$ cat src/rtl/sat_pkg.sv
// Shared encodings for the DPLL search controller and the clause evaluator.
package sat_pkg;

    typedef enum logic [1:0] {
        VAL_FALSE   = 2'b00,
        VAL_TRUE    = 2'b01,
        VAL_UNKNOWN = 2'b10
    } val_t;

    typedef enum logic [1:0] {
        RES_UNSAT   = 2'b00,
        RES_SAT     = 2'b01,
        RES_UNKNOWN = 2'b10
    } res_t;

    typedef enum logic [2:0] {
        ST_IDLE,
        ST_EVAL,
        ST_DECIDE,
        ST_BACKTRACK,
        ST_FINISH
    } state_t;

    function automatic logic [31:0] sat_inc32(input logic [31:0] v);
        return (v == 32'hFFFF_FFFF) ? v : v + 32'd1;
    endfunction

endpackage

$ cat src/rtl/dpll_search_ctrl.sv
// Chronological-backtracking DPLL search over NUM_VARS variables; the clause
// evaluator outside this block turns the assignment into eval_result.
module dpll_search_ctrl
    import sat_pkg::*;
#(
    parameter int NUM_VARS   = 8,
    parameter int MAX_CYCLES = 65535
)
(
    input  logic                  clk,
    input  logic                  rst,
    input  logic                  start,
    input  logic [1:0]            eval_result,
    output logic [NUM_VARS*2-1:0] assignment,
    output logic                  busy,
    output logic                  done,
    output logic                  sat,
    output logic                  timeout,
    output logic [31:0]           decisions
);

    localparam int LVL_W = $clog2(NUM_VARS + 1);
    localparam int IDX_W = (NUM_VARS > 1) ? $clog2(NUM_VARS) : 1;
    localparam int CNT_W = $clog2(MAX_CYCLES + 1);

    state_t                  state, state_n;
    logic [LVL_W-1:0]        level, level_n;
    logic [NUM_VARS-1:0]     flipped, flipped_n;
    logic [NUM_VARS*2-1:0]   asg_n;
    logic [31:0]             dec_n;
    logic                    sat_n, timeout_n;
    logic [CNT_W-1:0]        cnt, cnt_n;
    logic [IDX_W-1:0]        cur_idx, prev_idx;

    // level counts assigned variables, so the deepest assigned one is level-1
    assign cur_idx  = IDX_W'(level);
    assign prev_idx = IDX_W'(level - 1'b1);

    assign busy = (state != ST_IDLE);
    assign done = (state == ST_FINISH);

    always_comb begin
        state_n   = state;
        asg_n     = assignment;
        level_n   = level;
        flipped_n = flipped;
        dec_n     = decisions;
        sat_n     = sat;
        timeout_n = timeout;
        cnt_n     = cnt;
        case (state)
            ST_IDLE: begin
                if (start) begin
                    asg_n     = {NUM_VARS{VAL_UNKNOWN}};
                    level_n   = '0;
                    flipped_n = '0;
                    dec_n     = '0;
                    sat_n     = 1'b0;
                    timeout_n = 1'b0;
                    cnt_n     = '0;
                    state_n   = ST_EVAL;
                end
            end
            ST_FINISH: begin
                cnt_n   = cnt + 1'b1;
                state_n = ST_IDLE;
            end
            default: begin
                cnt_n = cnt + 1'b1;
                // the budget wins over whatever this cycle would otherwise do
                if (cnt == CNT_W'(MAX_CYCLES - 1)) begin
                    state_n   = ST_FINISH;
                    timeout_n = 1'b1;
                    sat_n     = 1'b0;
                end else begin
                    case (state)
                        ST_EVAL: begin
                            if (eval_result == RES_SAT) begin
                                sat_n   = 1'b1;
                                state_n = ST_FINISH;
                            end else if (eval_result == RES_UNSAT) begin
                                state_n = ST_BACKTRACK;
                            end else begin
                                state_n = ST_DECIDE;
                            end
                        end
                        ST_DECIDE: begin
                            // no verdict on a complete assignment is a conflict
                            if (level == LVL_W'(NUM_VARS)) begin
                                state_n = ST_BACKTRACK;
                            end else begin
                                asg_n[{cur_idx, 1'b0} +: 2] = VAL_FALSE;
                                flipped_n[cur_idx]          = 1'b0;
                                level_n                     = level + 1'b1;
                                dec_n                       = sat_inc32(decisions);
                                state_n                     = ST_EVAL;
                            end
                        end
                        ST_BACKTRACK: begin
                            if (level == '0) begin
                                sat_n   = 1'b0;
                                state_n = ST_FINISH;
                            end else if (!flipped[prev_idx]) begin
                                asg_n[{prev_idx, 1'b0} +: 2] = VAL_TRUE;
                                flipped_n[prev_idx]          = 1'b1;
                                dec_n                        = sat_inc32(decisions);
                                state_n                      = ST_EVAL;
                            end else begin
                                asg_n[{prev_idx, 1'b0} +: 2] = VAL_UNKNOWN;
                                level_n                      = level - 1'b1;
                            end
                        end
                        default: ;
                    endcase
                end
            end
        endcase
    end

    always_ff @(posedge clk) begin
        if (rst) begin
            state      <= ST_IDLE;
            assignment <= {NUM_VARS{VAL_UNKNOWN}};
            level      <= '0;
            flipped    <= '0;
            decisions  <= '0;
            sat        <= 1'b0;
            timeout    <= 1'b0;
            cnt        <= '0;
        end else begin
            state      <= state_n;
            assignment <= asg_n;
            level      <= level_n;
            flipped    <= flipped_n;
            decisions  <= dec_n;
            sat        <= sat_n;
            timeout    <= timeout_n;
            cnt        <= cnt_n;
        end
    end

endmodule

$ cat config.mk
export PLATFORM = sky130hd
export DESIGN_NAME = dpll_search_ctrl
export DESIGN_NICKNAME = d
export VERILOG_FILES = /design/src/rtl/sat_pkg.sv /design/src/rtl/dpll_search_ctrl.sv
export SDC_FILE = /design/constraint.sdc
export NUM_CORES = 1
export LEC_CHECK = 0
export CAP_MARGIN = 20
export CORE_ASPECT_RATIO = 0.5
export CORE_MARGIN = 2
export CORE_UTILIZATION = 35
export CTS_CLUSTER_SIZE = 24
export DETAILED_ROUTE_END_ITERATION = 7
export HOLD_SLACK_MARGIN = 0.12
export SYNTH_ARGS = -nofsm -noshare
export SYNTH_HDL_FRONTEND = slang
export SYNTH_SLANG_ARGS = --single-unit
export TNS_END_PERCENT = 10
$ cat constraint.sdc
create_clock -name clk -period 3.5 [get_ports clk]
set_input_delay 0.525 -clock clk [delete_from_list [all_inputs] [get_ports clk]]
set_output_delay 0.525 -clock clk [all_outputs]
set_load 0.005 [all_outputs]
# After elaboration in Yosys (flattened, before gate mapping)

Index checks and enable logic that the tools add are counted.

$add $sub $neg: 6
Magnitude comparators: 4
Equality and inequality tests: 17
Shifts and indexed selects: 5
Mux-type cells: 57
Bitwise logic cells: 4
Reductions and logical operators: 16

Operator list:

| kind                                                       | count |
|---|---|
| 2-to-1 mux 32 bit                                          | 6 |
| one-hot mux 32 bit (2 select lines)                        | 2 |
| 2-to-1 mux 16 bit                                          | 7 |
| one-hot mux 16 bit (2 select lines)                        | 2 |
| bitwise mux 16 bit                                         | 3 |
| variable part select 2 x 6 -> 16 bit, first input constant | 3 |
| 2-to-1 mux 8 bit                                           | 5 |
| adder 32 x 1 -> 32 bit, second input constant              | 1 |
| equality test 32 bit, second input constant                | 1 |
| one-hot mux 8 bit (2 select lines)                         | 2 |
| variable shift 2 x 6 -> 16 bit, first input constant       | 2 |
| 2-to-1 mux 4 bit                                           | 5 |
| adder 16 x 1 -> 16 bit, second input constant              | 1 |
| equality test 16 bit, second input constant                | 1 |
| one-hot mux 4 bit (2 select lines)                         | 2 |
| 2-to-1 mux 3 bit                                           | 5 |
| AND reduction 7 bit                                        | 2 |
| negator 4 -> 6 bit                                         | 2 |
| 2-to-1 mux 1 bit                                           | 9 |
| != test 3 x 2 -> 1 bit, second input constant              | 3 |
| one-hot mux 3 bit (3 select lines)                         | 1 |
| bitwise AND 8 bit                                          | 1 |
| less-than comparator 3 x 4 -> 1 bit, second input constant | 2 |
| inverter 8 bit                                             | 1 |
| 32 further kinds                                           | 40 |

Register bits: 81
Input port bits: 5
Output and inout bits: 52

# Longest topological paths before layout

Gate-level depths: netlist of run 1.

Word-level depth: 11
Depth in mapped cells: 13
Depth with buffers taken out: 10

# Worst setup path before layout of run 1

No wires, ideal clock.

Kind: reg2reg
Start: register level[0]
End: register assignment[11]
Arrival time: 3.031 ns
Data required time: 3.383 ns
Setup slack: 0.352 ns
Stages on the path, launching flop included: 13
Buffers on the path: 2
Period minus slack after synthesis: 3.148 ns
Path through: dfxtp_1 > buf_6 > clkbuf_1 > inv_1 > ha_1 > xor2_1 > inv_2 > ha_1 > a31oi_1 > nand2_1 > a211oi_1 > mux2i_1 > nand2b_1

Cells in the longest elaborated chain, start to end: 9
Elaborated cells on any way between the ends: 24
Classes of those cells: add/sub: 3; eq/ne: 3; shift: 5; mux: 11; reduce/logical: 2

RTL lines:

| element                                                            | RTL line                                         | RTL |
|---|---|---|
| from (decl)                                                        | dpll_search_ctrl.sv:27                           | `logic [LVL_W-1:0] level, level_n;` |
| from (signal assigned)                                             | dpll_search_ctrl.sv:133                          | `level <= level_n;` |
| subtractor 4 x 1 -> 4 bit                                          | -                                                |  |
| negator 4 -> 6 bit                                                 | dpll_search_ctrl.sv:104, dpll_search_ctrl.sv:109 |  |
| variable part select 2 x 6 -> 16 bit, or another cell as far along | dpll_search_ctrl.sv:104                          | `asg_n[{prev_idx, 1'b0} +: 2] = VAL_TRUE;` |
| bitwise mux 16 bit (on tied branches)                              | dpll_search_ctrl.sv:104, dpll_search_ctrl.sv:109 |  |
| 2-to-1 mux 16 bit                                                  | dpll_search_ctrl.sv:103                          | `end else if (!flipped[prev_idx]) begin` |
| 2-to-1 mux 16 bit                                                  | dpll_search_ctrl.sv:100                          | `if (level == '0) begin` |
| one-hot mux 16 bit (2 select lines)                                | dpll_search_ctrl.sv:76                           | `case (state)` |
| 2-to-1 mux 16 bit                                                  | dpll_search_ctrl.sv:71                           | `if (cnt == CNT_W'(MAX_CYCLES - 1)) begin` |
| one-hot mux 16 bit (2 select lines)                                | dpll_search_ctrl.sv:51                           | `case (state)` |
| to (signal assigned)                                               | dpll_search_ctrl.sv:123                          | `assignment <= {NUM_VARS{VAL_UNKNOWN}};` |
| to (signal assigned)                                               | dpll_search_ctrl.sv:132                          | `assignment <= asg_n;` |
| to (decl)                                                          | dpll_search_ctrl.sv:14                           | `output logic [NUM_VARS*2-1:0] assignment,` |

Several ways; a longest one is shown, not always the timed one. The select of a mux whose other input is x is not followed.
A chain may end at the register's enable or synchronous reset.

# Worst setup path after layout of run 1

Start: register level[0]
End: register decisions[30]

Cells in the longest elaborated chain, start to end: 5
Elaborated cells on any way between the ends: 9
Classes of those cells: add/sub: 1; eq/ne: 4; mux: 2; reduce/logical: 2

RTL lines:

| element                                | RTL line                | RTL |
|---|---|---|
| subtractor 4 x 1 -> 4 bit              | -                       |  |
| binary-select mux 1 bit (select 3 bit) | dpll_search_ctrl.sv:103 |  |
| 2-to-1 mux 1 bit (implied by the code) | dpll_search_ctrl.sv:103 |  |
| != test 3 x 2 -> 1 bit (no line)       | -                       |  |
| AND reduction 7 bit (no line) *        | -                       |  |
| to (signal assigned)                   | dpll_search_ctrl.sv:135 | `decisions <= dec_n;` |
| to (decl)                              | dpll_search_ctrl.sv:19  | `output logic [31:0] decisions` |

Every way passes the cells marked *; elsewhere a longest branch is shown, timed or not. The select of a mux whose other input is x is not followed.

==> results.md, run 1 <==
- Worst skew pair latency: 0.34 ns
- Largest net degree at the start of global routing: 40
- Worst Path Class, Setup: reg -> reg
- CTS sink count: 81
- DP HPWL: 8.72 mm
- Share of cells above drive strength 1: 8.93%
- H-tree depth: 3
- Dpl ws: 0.441 ns
- Initial Util: 36.0%
- Post_cts resized: 0
- Slew @ Worst Pin: 0.885 ns
- # DRC: 0
- FF+latch count, synth: 81
- Setup Skew: 0.00905 ns
- Grt total ovfl: 0
- Cell count after synthesis: 570
- Row count: 29
- Die Wd: 166 um
- Status: complete, no violations
- LEAKAGE: 1.89 nW
- Ant diodes: 0
- Number of flops mapped to enable cells by yosys: 0
- VDD IR-drop max: 0.221 mV
- Relative slew slack: 40.8%
- CTS tree: done
- Share of power burned in combinational logic: 36.5%
- Io pins: 57
- Net count after synthesis: 586
- Hold_sp: assignment[12]
- Synth Flop Type: dfxtp_1
- Hold WC Path Type: reg -> reg
- Cts hold-fix bufs: 0
- Crit path required time: 3.77 ns
- Min Hold Slack: 0.470 ns
- Avg Inst Size Synth: 8.05 sq um
- Post-Synthesis Cell Area: 0.00459 sq mm
- Area Growth Syn to Fin: 23.6%
- ANT nets after route: 0
- RR Endpoint: decisions[30]
- Vias/cell: 5.53
- Fin crit share: 79.5%
- Hold EP: assignment[12]
- Gpl congestion: 0.852
- Dominant cells by area after synthesis: dfxtp_1 (35%), nor2_1 (5.9%), a21oi_1 (4.7%)
- Clock Path Buffers: 2
- CP max FO: 11
- FFs w/ async S/R, synth: 0%
- Count of cell types in the netlist: 65
- F_max: 360 MHz
- Setup slack, reg-to-reg: 0.72 ns
- Total internal power: 0.00205 W
- First-pass GRT wire length: 20.7 mm
- Worst Setup End Kind: register
- Sequential power share: 32.7%
- WL/cell: 15.4 um
- Finish-stage setup viols: 0
- DIE HEIGHT: 85.0 um
- RR Startpoint: level[0]
- CP startpoint kind: register
- RSZ-0062 raised after global routing: false
- Hold Crit Depth: 2
- YS warnings: 0
- Clock Tree Root: clkbuf_16
- Seq/Total Area, Yosys: 35.4%
- Router iterations before antenna repair: 5
- Post-route minimum period: 2.78 ns
- NetSw: 0.00117 W
- Vias in the first global route: 4096
- Setup TNS: 0 ns
- Net Sw Frac: 36.3%
- Top cell type's share of synthesized area: 35.4%
- Worst setup margin: 0.718 ns
- Nets: 638
- Total CTS buffers: 9
- Clock slew at reported path FFs: 0.06 ns
- Fin. max-slew vios: 0
- Worst-case reg-to-reg path depth: 9
- # port buffers: 56
- Max-Cap Viols: 0
- Via count: 4411
- 1st-iter DRT viols: 212
- Initial antenna violation count: 0
- Setup bufs post-CTS: 0
- Synth area leader: dfxtp_1
- Die area: 0.0141 sq mm
- Clock power frac: 30.8%
- Power per Cell Area: 568 mW/mm^2
- Fin. Hold Viols: 0
- Tot GR Track Use: 18.1%
- Drt total wl: 12.3 mm
- Critical Path AT: 3.05 ns
- Core area: 0.0127 sq mm
-- synth_stat cells, types with 7 or more instances --
master     n
ha_1      11
nand2_1   45
nor2_1    72
and2_1     7
mux2i_1   13
a21oi_1   43
nand3_1   25
nand2b_1  10
xnor2_1   12
nor2b_1    7
clkbuf_1  22
dfxtp_1   81
or3_1     13
o21ai_0   21
a211oi_1   9
nand4_1   24
xor2_1     7
a31oi_1   11
nor3_1    28
-- power groups by stage --
stage / Sequential (W) / Combinational, W / Clock [W]
floorplan: 0.00105 / 0.000809 / 0
global placement: 0.00107 / 0.00117 / 0
detailed placement: 0.00107 / 0.00117 / 0
CTS: 0.00105 / 0.00117 / 0.00101
global route: 0.00107 / 0.00130 / 0.00106
finish: 0.00105 / 0.00118 / 0.000991
-- routing by layer --
layer | up-vias | global-route usage, % | routed length [um] | part of all wire (%)
li1 | 2195 | - | - | -
met1 | 2103 | 25.1 | 6020 | 49
met2 | 105 | 28.3 | 5470 | 45
met3 | 8 | 4.38 | 679 | 5.5
met4 | 0 | 4.66 | 112 | 0.91
met5 | - | 0 | 0 | 0
-- cell type report --
type	instances	area, sq um
sequential	81	1620
clock buffer	13	270
clock inverter	3	46.3
multi-input combinational	447	2780
inverter	8	30.0
tap	170	213
timing repair buffer	75	711
fill	1280	7070
-- registers in the layout (all words and copies together), names as in the netlist --
signal / cells
decisions: 32
sat: 1
timeout: 1
state: 3
flipped: 8
assignment: 16
cnt: 16
level: 4
-- logic make-up (layout without fill, tap and decap cells) --
group | after synthesis | after routing | share of synthesized area [%]
AO/OA/AOI/OAI | 126 | 126 | 17.7
XOR/XNOR | 19 | 19 | 3.63
adder cells (fa/ha/maj) | 11 | 11 | 3.00
buffers and inverters | 42 | 99 | 4.17
flip-flops | 81 | 81 | 35.4
multiplexers | 17 | 17 | 4.56
AND/OR/NAND/NOR | 274 | 274 | 31.6
-- layout by cell type, fill, tap and decap left out, types with 13 or more instances in the layout --
master,count
dfxtp_1,81
nor2_1,72
clkdlybuf4s50_1,55
nand2_1,45
a21oi_1,43
nor3_1,27
nand3_1,25
nand4_1,24
o21ai_0,21
buf_4,18
or3_1,13
mux2i_1,13
-- per-stage QoR --
stage / total power (W) / area [sq um] / std cells / utilization [%]
2_1_floorplan: 0.00186 / 4590 / 570 / -
3_3_place_gp: 0.00224 / 5350 / 781 / 42.0
3_5_place_dp: 0.00224 / 5350 / 781 / 42.0
4_1_cts: 0.00324 / 5670 / 797 / 44.5
5_1_grt: 0.00342 / 5670 / 797 / 44.5
6_report: 0.00322 / 5670 / 797 / 44.5
-- critical path: stages, from the launching register on --
cell and delay [ns]:
dfxtp_1 0.31, inv_1 0.13, ha_1 0.35, or3b_1 0.45, a21boi_1 0.31, a211o_1 0.47
buf_4 0.27, nor2_1 0.08, nand4_1 0.17, mux2i_1 0.18
-- how the worst max path moves through the flow --
stage / end / cells after the start / startpoint
floorplan: assignment[11] / 12 / level[0]
global placement: decisions[9] / 7 / start
detailed placement: decisions[9] / 7 / start
CTS: decisions[30] / 9 / level[0]
global route: decisions[28] / 9 / level[1]
finish: decisions[30] / 9 / level[0]
Note: power is estimated with default switching activity, not from simulation.
==> run 2, diff against run 1 <==
==> constraint.sdc (replaced) <==
create_clock -name clk -period 2.5 [get_ports clk]
set_input_delay 0.375 -clock clk [delete_from_list [all_inputs] [get_ports clk]]
set_output_delay 0.375 -clock clk [all_outputs]
set_load 0.005 [all_outputs]
==> results.md, run 2 (synthesized netlist as in run 1, its figures left out) <==
- # port buffers: 56 (unchanged)
- Crit path required time: 2.78 ns (was 3.77 ns)
- First-pass GRT wire length: 21.3 mm (was 20.7 mm)
- Critical Path AT: 2.69 ns (was 3.05 ns)
- Status: complete, no violations (unchanged)
- # DRC: 0 (unchanged)
- Relative slew slack: 58.0% (was 40.8%)
- Max reg flops: 32 (unchanged)
- Hold WC Path Type: reg -> reg (unchanged)
- Fin. Hold Viols: 0 (unchanged)
- Post-route minimum period: 2.41 ns (was 2.78 ns)
- Vias in the first global route: 4192 (was 4096)
- Most frequent cells in the layout: dfxtp_1 (80), nor2_1 (71), clkdlybuf4s50_1 (55), buf_4 (53), nand2_1 (45) (was dfxtp_1 (81), nor2_1 (72), clkdlybuf4s50_1 (55), nand2_1 (45), a21oi_1 (43))
- Largest net degree at the start of global routing: 32 (was 40)
- RSZ-0062 raised after global routing: true (was false)
- Area Growth Syn to Fin: 30.6% (was 23.6%)
- Die Wd: 166 um (unchanged)
- Via count: 4566 (was 4411)
- Vias/cell: 5.49 (was 5.53)
- Biggest regs: decisions x32, assignment x16, cnt x16 (unchanged)
- Final Instance Area: 0.00599 sq mm (was 0.00567 sq mm)
- Worst setup margin: 0.0888 ns (was 0.718 ns)
- Slew @ Worst Pin: 0.624 ns (was 0.885 ns)
- CTS tree: done (unchanged)
- Share of cells above drive strength 1: 15.6% (was 8.93%)
- Dpl ws: -0.0274 ns (was 0.441 ns)
- CTS sink count: 81 (unchanged)
- LEAKAGE: 2.05 nW (was 1.89 nW)
- ANT nets after route: 0 (unchanged)
- Io pins: 57 (unchanged)
- DIE HEIGHT: 85.0 um (unchanged)
- Fin. max-slew vios: 0 (unchanged)
- Total CTS buffers: 9 (unchanged)
- Drt total wl: 12.8 mm (was 12.3 mm)
- Initial antenna violation count: 0 (unchanged)
- Power per Cell Area: 781 mW/mm^2 (was 568 mW/mm^2)
- 1st-iter DRT viols: 140 (was 212)
- Worst Path Class, Setup: reg -> reg (unchanged)
- Router iterations before antenna repair: 5 (unchanged)
- # fillers: 1275 (was 1280)
- WL/cell: 15.4 um (about the same)
- Finish-stage setup viols: 0 (unchanged)
- F_max: 415 MHz (was 360 MHz)
- Clock Path Buffers: 2 (unchanged)
- CP max FO: 14 (was 11)
- Nets: 673 (was 638)
- VDD IR-drop max: 0.281 mV (was 0.221 mV)
- Die area: 0.0141 sq mm (unchanged)
- Most common cell after layout, fill and taps aside: dfxtp_1 (unchanged)
- Fin crit share: 96.4% (was 79.5%)
- Gpl congestion: 0.928 (was 0.852)
- Reg with most FFs: decisions (unchanged)
- Core area: 0.0127 sq mm (unchanged)
- Worst Setup End Kind: register (unchanged)
- CP startpoint kind: register (unchanged)
- H-tree depth: 3 (unchanged)
- Row count: 29 (unchanged)
- Clock slew at reported path FFs: 0.07 ns (was 0.06 ns)
- Setup Skew: 0.0149 ns (was 0.00905 ns)
- Grt total ovfl: 0 (unchanged)
- Tot GR Track Use: 18.7% (was 18.1%)
- Total Power: 0.00468 W (was 0.00322 W)
- Clock Tree Root: clkbuf_16 (unchanged)
- Area after DPL: 0.00569 sq mm (was 0.00535 sq mm)
- Ant diodes: 0 (unchanged)
- Max-Cap Viols: 0 (unchanged)
- Initial Util: 36.0% (unchanged)
- Worst skew pair latency: 0.35 ns (was 0.34 ns)
- DP HPWL: 9.39 mm (was 8.72 mm)
-- run 2: cell types whose count changed in the layout (fill, tap and decap cells not counted), moves of 3 or more --
cell	change
clkbuf_8	-3
ha_1	-3
ha_4	+3
buf_4	+35
-- run 2: worst max-delay path: stages, from the launching register on --
cell	delay [ns]
dfxtp_1	0.32
inv_1	0.11
ha_4	0.22
nor2b_1	0.14
a311o_1	0.37
a211oi_4	0.22
buf_12	0.16
nand3_4	0.14
or4_1	0.50
a21oi_1	0.15
-- run 2: per-stage QoR --
step / util (%) / std cells / setup TNS [ns] / hold slack (ns)
3_3_place_gp: 44.7 / 816 / -0.00332 / 0.448
3_5_place_dp: 44.7 / 816 / -0.0274 / 0.451
4_1_cts: 46.8 / 831 / 0 / 0.455
6_report: 47.0 / 831 / 0 / 0.456
5_1_grt: 47.0 / 831 / -0.0427 / 0.471
2_1_floorplan: - / 570 / -1.46 / 0.448
-- run 2: cell type report --
type | instances | area [sq um] | share of cell area (%)
tap | 170 | 213 | 3.55
inverter | 8 | 32.5 | 0.543
clock inverter | 6 | 45.0 | 0.752
sequential | 81 | 1620 | 27.1
multi-input combinational | 447 | 2880 | 48.0
clock buffer | 9 | 225 | 3.76
timing repair buffer | 110 | 973 | 16.3
-- run 2: final timing paths --
check,start,end,slack (ns),cells past startpoint
max,level[1],decisions[9],0.09,9
min,assignment[14],assignment[14],0.46,2
max reg2reg,level[1],decisions[9],0.09,9
min reg2reg,assignment[14],assignment[14],0.46,2
-- run 2: layer usage --
layer  global-route usage [%]  part of all wire, %  wire length, um
met4                     4.11                 0.48               62
met1                     27.0                   51             6530
met3                     4.20                  5.3              674
met2                     28.4                   43             5520
met5                        0                    0                0
-- run 2: what timing repair did --
action	in CTS	in global routing
gates resized for setup	0	5
setup endpoints to repair	0	20
buffers inserted	0	0
hold buffers	0	0
-- run 2: power breakdown --
| part | total [W] | switching (W) | internal (W) |
|---|---|---|---|
| Sequential | 0.00146 | 0.0000803 | 0.00138 |
| Clock | 0.00123 | 0.000559 | 0.000672 |
| Combinational | 0.00199 | 0.00112 | 0.000867 |
==> run 3, diff against run 2 <==
--- a/config.mk
+++ b/config.mk
@@ -7,12 +7,12 @@
 export LEC_CHECK = 0
 export CAP_MARGIN = 20
 export CORE_ASPECT_RATIO = 0.5
-export CORE_MARGIN = 2
-export CORE_UTILIZATION = 35
+export CORE_UTILIZATION = 51
 export CTS_CLUSTER_SIZE = 24
 export DETAILED_ROUTE_END_ITERATION = 7
 export HOLD_SLACK_MARGIN = 0.12
+export PLACE_DENSITY = 0.77
 export SYNTH_ARGS = -nofsm -noshare
 export SYNTH_HDL_FRONTEND = slang
 export SYNTH_SLANG_ARGS = --single-unit
-export TNS_END_PERCENT = 10
+export TNS_END_PERCENT = 100
==> results.md, run 3 (synthesized netlist as in run 1, its figures left out) <==
- Initial antenna violation count: 0 (unchanged)
- Clock slew at reported path FFs: 0.06 ns (was 0.07 ns)
- WL/cell: 16.2 um (was 15.4 um)
- RSZ-0062 raised after global routing: false (was true)
- Most frequent cells in the layout: dfxtp_1 (80), nor2_1 (71), clkdlybuf4s50_1 (56), buf_4 (50), nand2_1 (45) (was dfxtp_1 (80), nor2_1 (71), clkdlybuf4s50_1 (55), buf_4 (53), nand2_1 (45))
- Clock Path Buffers: 2 (unchanged)
- Total CTS buffers: 9 (unchanged)
- RR Endpoint: decisions[7] (was decisions[9])
- Crit path required time: 2.77 ns (was 2.78 ns)
- Finish-stage setup viols: 0 (unchanged)
- Drt total wl: 12.6 mm (was 12.8 mm)
- Die area: 0.00940 sq mm (was 0.0141 sq mm)
- Initial Util: 52.7% (was 36.0%)
- Worst Setup End Kind: register (unchanged)
- CP startpoint kind: register (unchanged)
- Fin crit share: 96.1% (was 96.4%)
- VDD IR-drop max: 0.472 mV (was 0.281 mV)
- Core area: 0.00871 sq mm (was 0.0127 sq mm)
- Setup slack, reg-to-reg: 0.1 ns (was 0.09 ns)
- First-pass GRT wire length: 20.8 mm (was 21.3 mm)
- Gpl congestion: 0.931 (was 0.928)
- Nets: 673 (unchanged)
- Vias in the first global route: 4349 (was 4192)
- Die Wd: 136 um (was 166 um)
- DP HPWL: 9.02 mm (was 9.39 mm)
- Via count: 4672 (was 4566)
- CP Capture Point: decisions[7] (was decisions[9])
- Fin. Hold Viols: 0 (unchanged)
- Max reg flops: 32 (unchanged)
- 1st-iter DRT viols: 263 (was 140)
- CTS tree: done (unchanged)
- Area Growth Syn to Fin: 31.5% (was 30.6%)
- RR Startpoint: level[1] (unchanged)
- CTS sink count: 81 (unchanged)
- Tot GR Track Use: 28.1% (was 18.7%)
- Worst skew pair latency: 0.34 ns (was 0.35 ns)
- Status: complete, no violations (unchanged)
- Most common cell after layout, fill and taps aside: dfxtp_1 (unchanged)
- # DRC: 0 (unchanged)
- Power per Cell Area: 805 mW/mm^2 (was 781 mW/mm^2)
- Worst Path Class, Setup: reg -> reg (unchanged)
- H-tree depth: 3 (unchanged)
- Slew @ Worst Pin: 0.602 ns (was 0.624 ns)
- Setup Skew: 0.00586 ns (was 0.0149 ns)
- Relative slew slack: 59.8% (was 58.0%)
- Setup crit start: level[1] (unchanged)
- Largest net degree at the start of global routing: 51 (was 32)
- F_max: 416 MHz (was 415 MHz)
- Ant diodes: 0 (unchanged)
- Critical Path AT: 2.67 ns (was 2.69 ns)
- Setup TNS: 0 ns (unchanged)
- Worst-case reg-to-reg path depth: 10 (was 9)
- Reg with most FFs: decisions (unchanged)
- Io pins: 57 (unchanged)
- Post-route minimum period: 2.40 ns (was 2.41 ns)
- # port buffers: 56 (unchanged)
- Row count: 24 (was 29)
- Clock Tree Root: clkbuf_16 (unchanged)
- Fin. max-slew vios: 0 (unchanged)
- CP max FO: 9 (was 14)
- Biggest regs: decisions x32, assignment x16, cnt x16 (unchanged)
- LEAKAGE: 2.08 nW (was 2.05 nW)
- Share of cells above drive strength 1: 16.4% (was 15.6%)
- Total Power: 0.00485 W (was 0.00468 W)
- Final Util: 69.2% (was 47.0%)
- Vias/cell: 6.01 (was 5.49)
- DIE HEIGHT: 69.1 um (was 85.0 um)
- Grt total ovfl: 0 (unchanged)
- Router iterations before antenna repair: 5 (unchanged)
- Hold WC Path Type: reg -> reg (unchanged)
- Max-Cap Viols: 0 (unchanged)
- ANT nets after route: 0 (unchanged)
-- run 3: cell count changes in the layout (fill, tap and decap cells not counted), sizes merged --
cell	change
bufinv	+1
buf	-1
clkdlybuf4s50	+1
clkinvlp	-1
clkinv	-3
clkbuf	+3
inv	-1
-- run 3: how the worst min path moves through the flow --
stage / start / endpoint / slack [ns] / cells after the start
2_1_floorplan: assignment[14] / assignment[14] / 0.45 / 2
3_5_place_dp: assignment[14] / assignment[14] / 0.46 / 2
6_report: assignment[14] / assignment[14] / 0.46 / 2
5_1_grt: assignment[14] / assignment[14] / 0.50 / 2
4_1_cts: assignment[14] / assignment[14] / 0.47 / 2
3_3_place_gp: assignment[14] / assignment[14] / 0.45 / 2
-- run 3: cell type report --
cell class                 instances  area, sq um
multi-input combinational        447         2910
sequential                        81         1620
tap                              117          146
clock inverter                     2         37.5
inverter                           8         32.5
fill                             731         2680
clock buffer                      12          267
timing repair buffer             110         1020
-- run 3: per-layer routing --
layer / global-route usage [%] / share of wire, % / routed length (um) / up-vias
met2: 46.5 / 47 / 5910 / 158
met1: 35.2 / 45 / 5630 / 2222
met4: 8.77 / 1.5 / 184 / 0
met5: 0 / 0 / 0 / -
met3: 8.24 / 6.8 / 859 / 26
li1: - / - / - / 2266
-- run 3: worst max-delay path, cell delays in order (launching register included) --
cell and delay (ns):
dfxtp_1 0.34, inv_2 0.08, ha_4 0.19, nor2b_1 0.15
a311o_1 0.43, a211oi_4 0.22, buf_12 0.16, nand3_4 0.11
buf_4 0.17, or3_1 0.33, a21oi_1 0.15
-- run 3: what timing repair did --
item	in CTS	in global routing
gates resized for setup	0	8
buffers inserted	0	4
hold buffers	0	0
endpoints found under the setup margin	0	27
-- run 3: where the power goes --
group          switching [W]  internal [W]  total (W)
combinational        0.00114      0.000897    0.00204
clock               0.000506      0.000844    0.00135
sequential         0.0000880       0.00138    0.00147
total                0.00173       0.00312    0.00485
-- run 3: metrics by stage --
step	worst slack, ns	hold slack [ns]	instance area, sq um	instances
3_5_place_dp	-0.0868	0.458	5660	759
6_report	0.0976	0.463	6030	777
5_1_grt	0.0223	0.496	6030	777
3_3_place_gp	-0.0127	0.447	5660	759
2_1_floorplan	-0.144	0.448	4720	570
4_1_cts	0.00740	0.466	5970	773
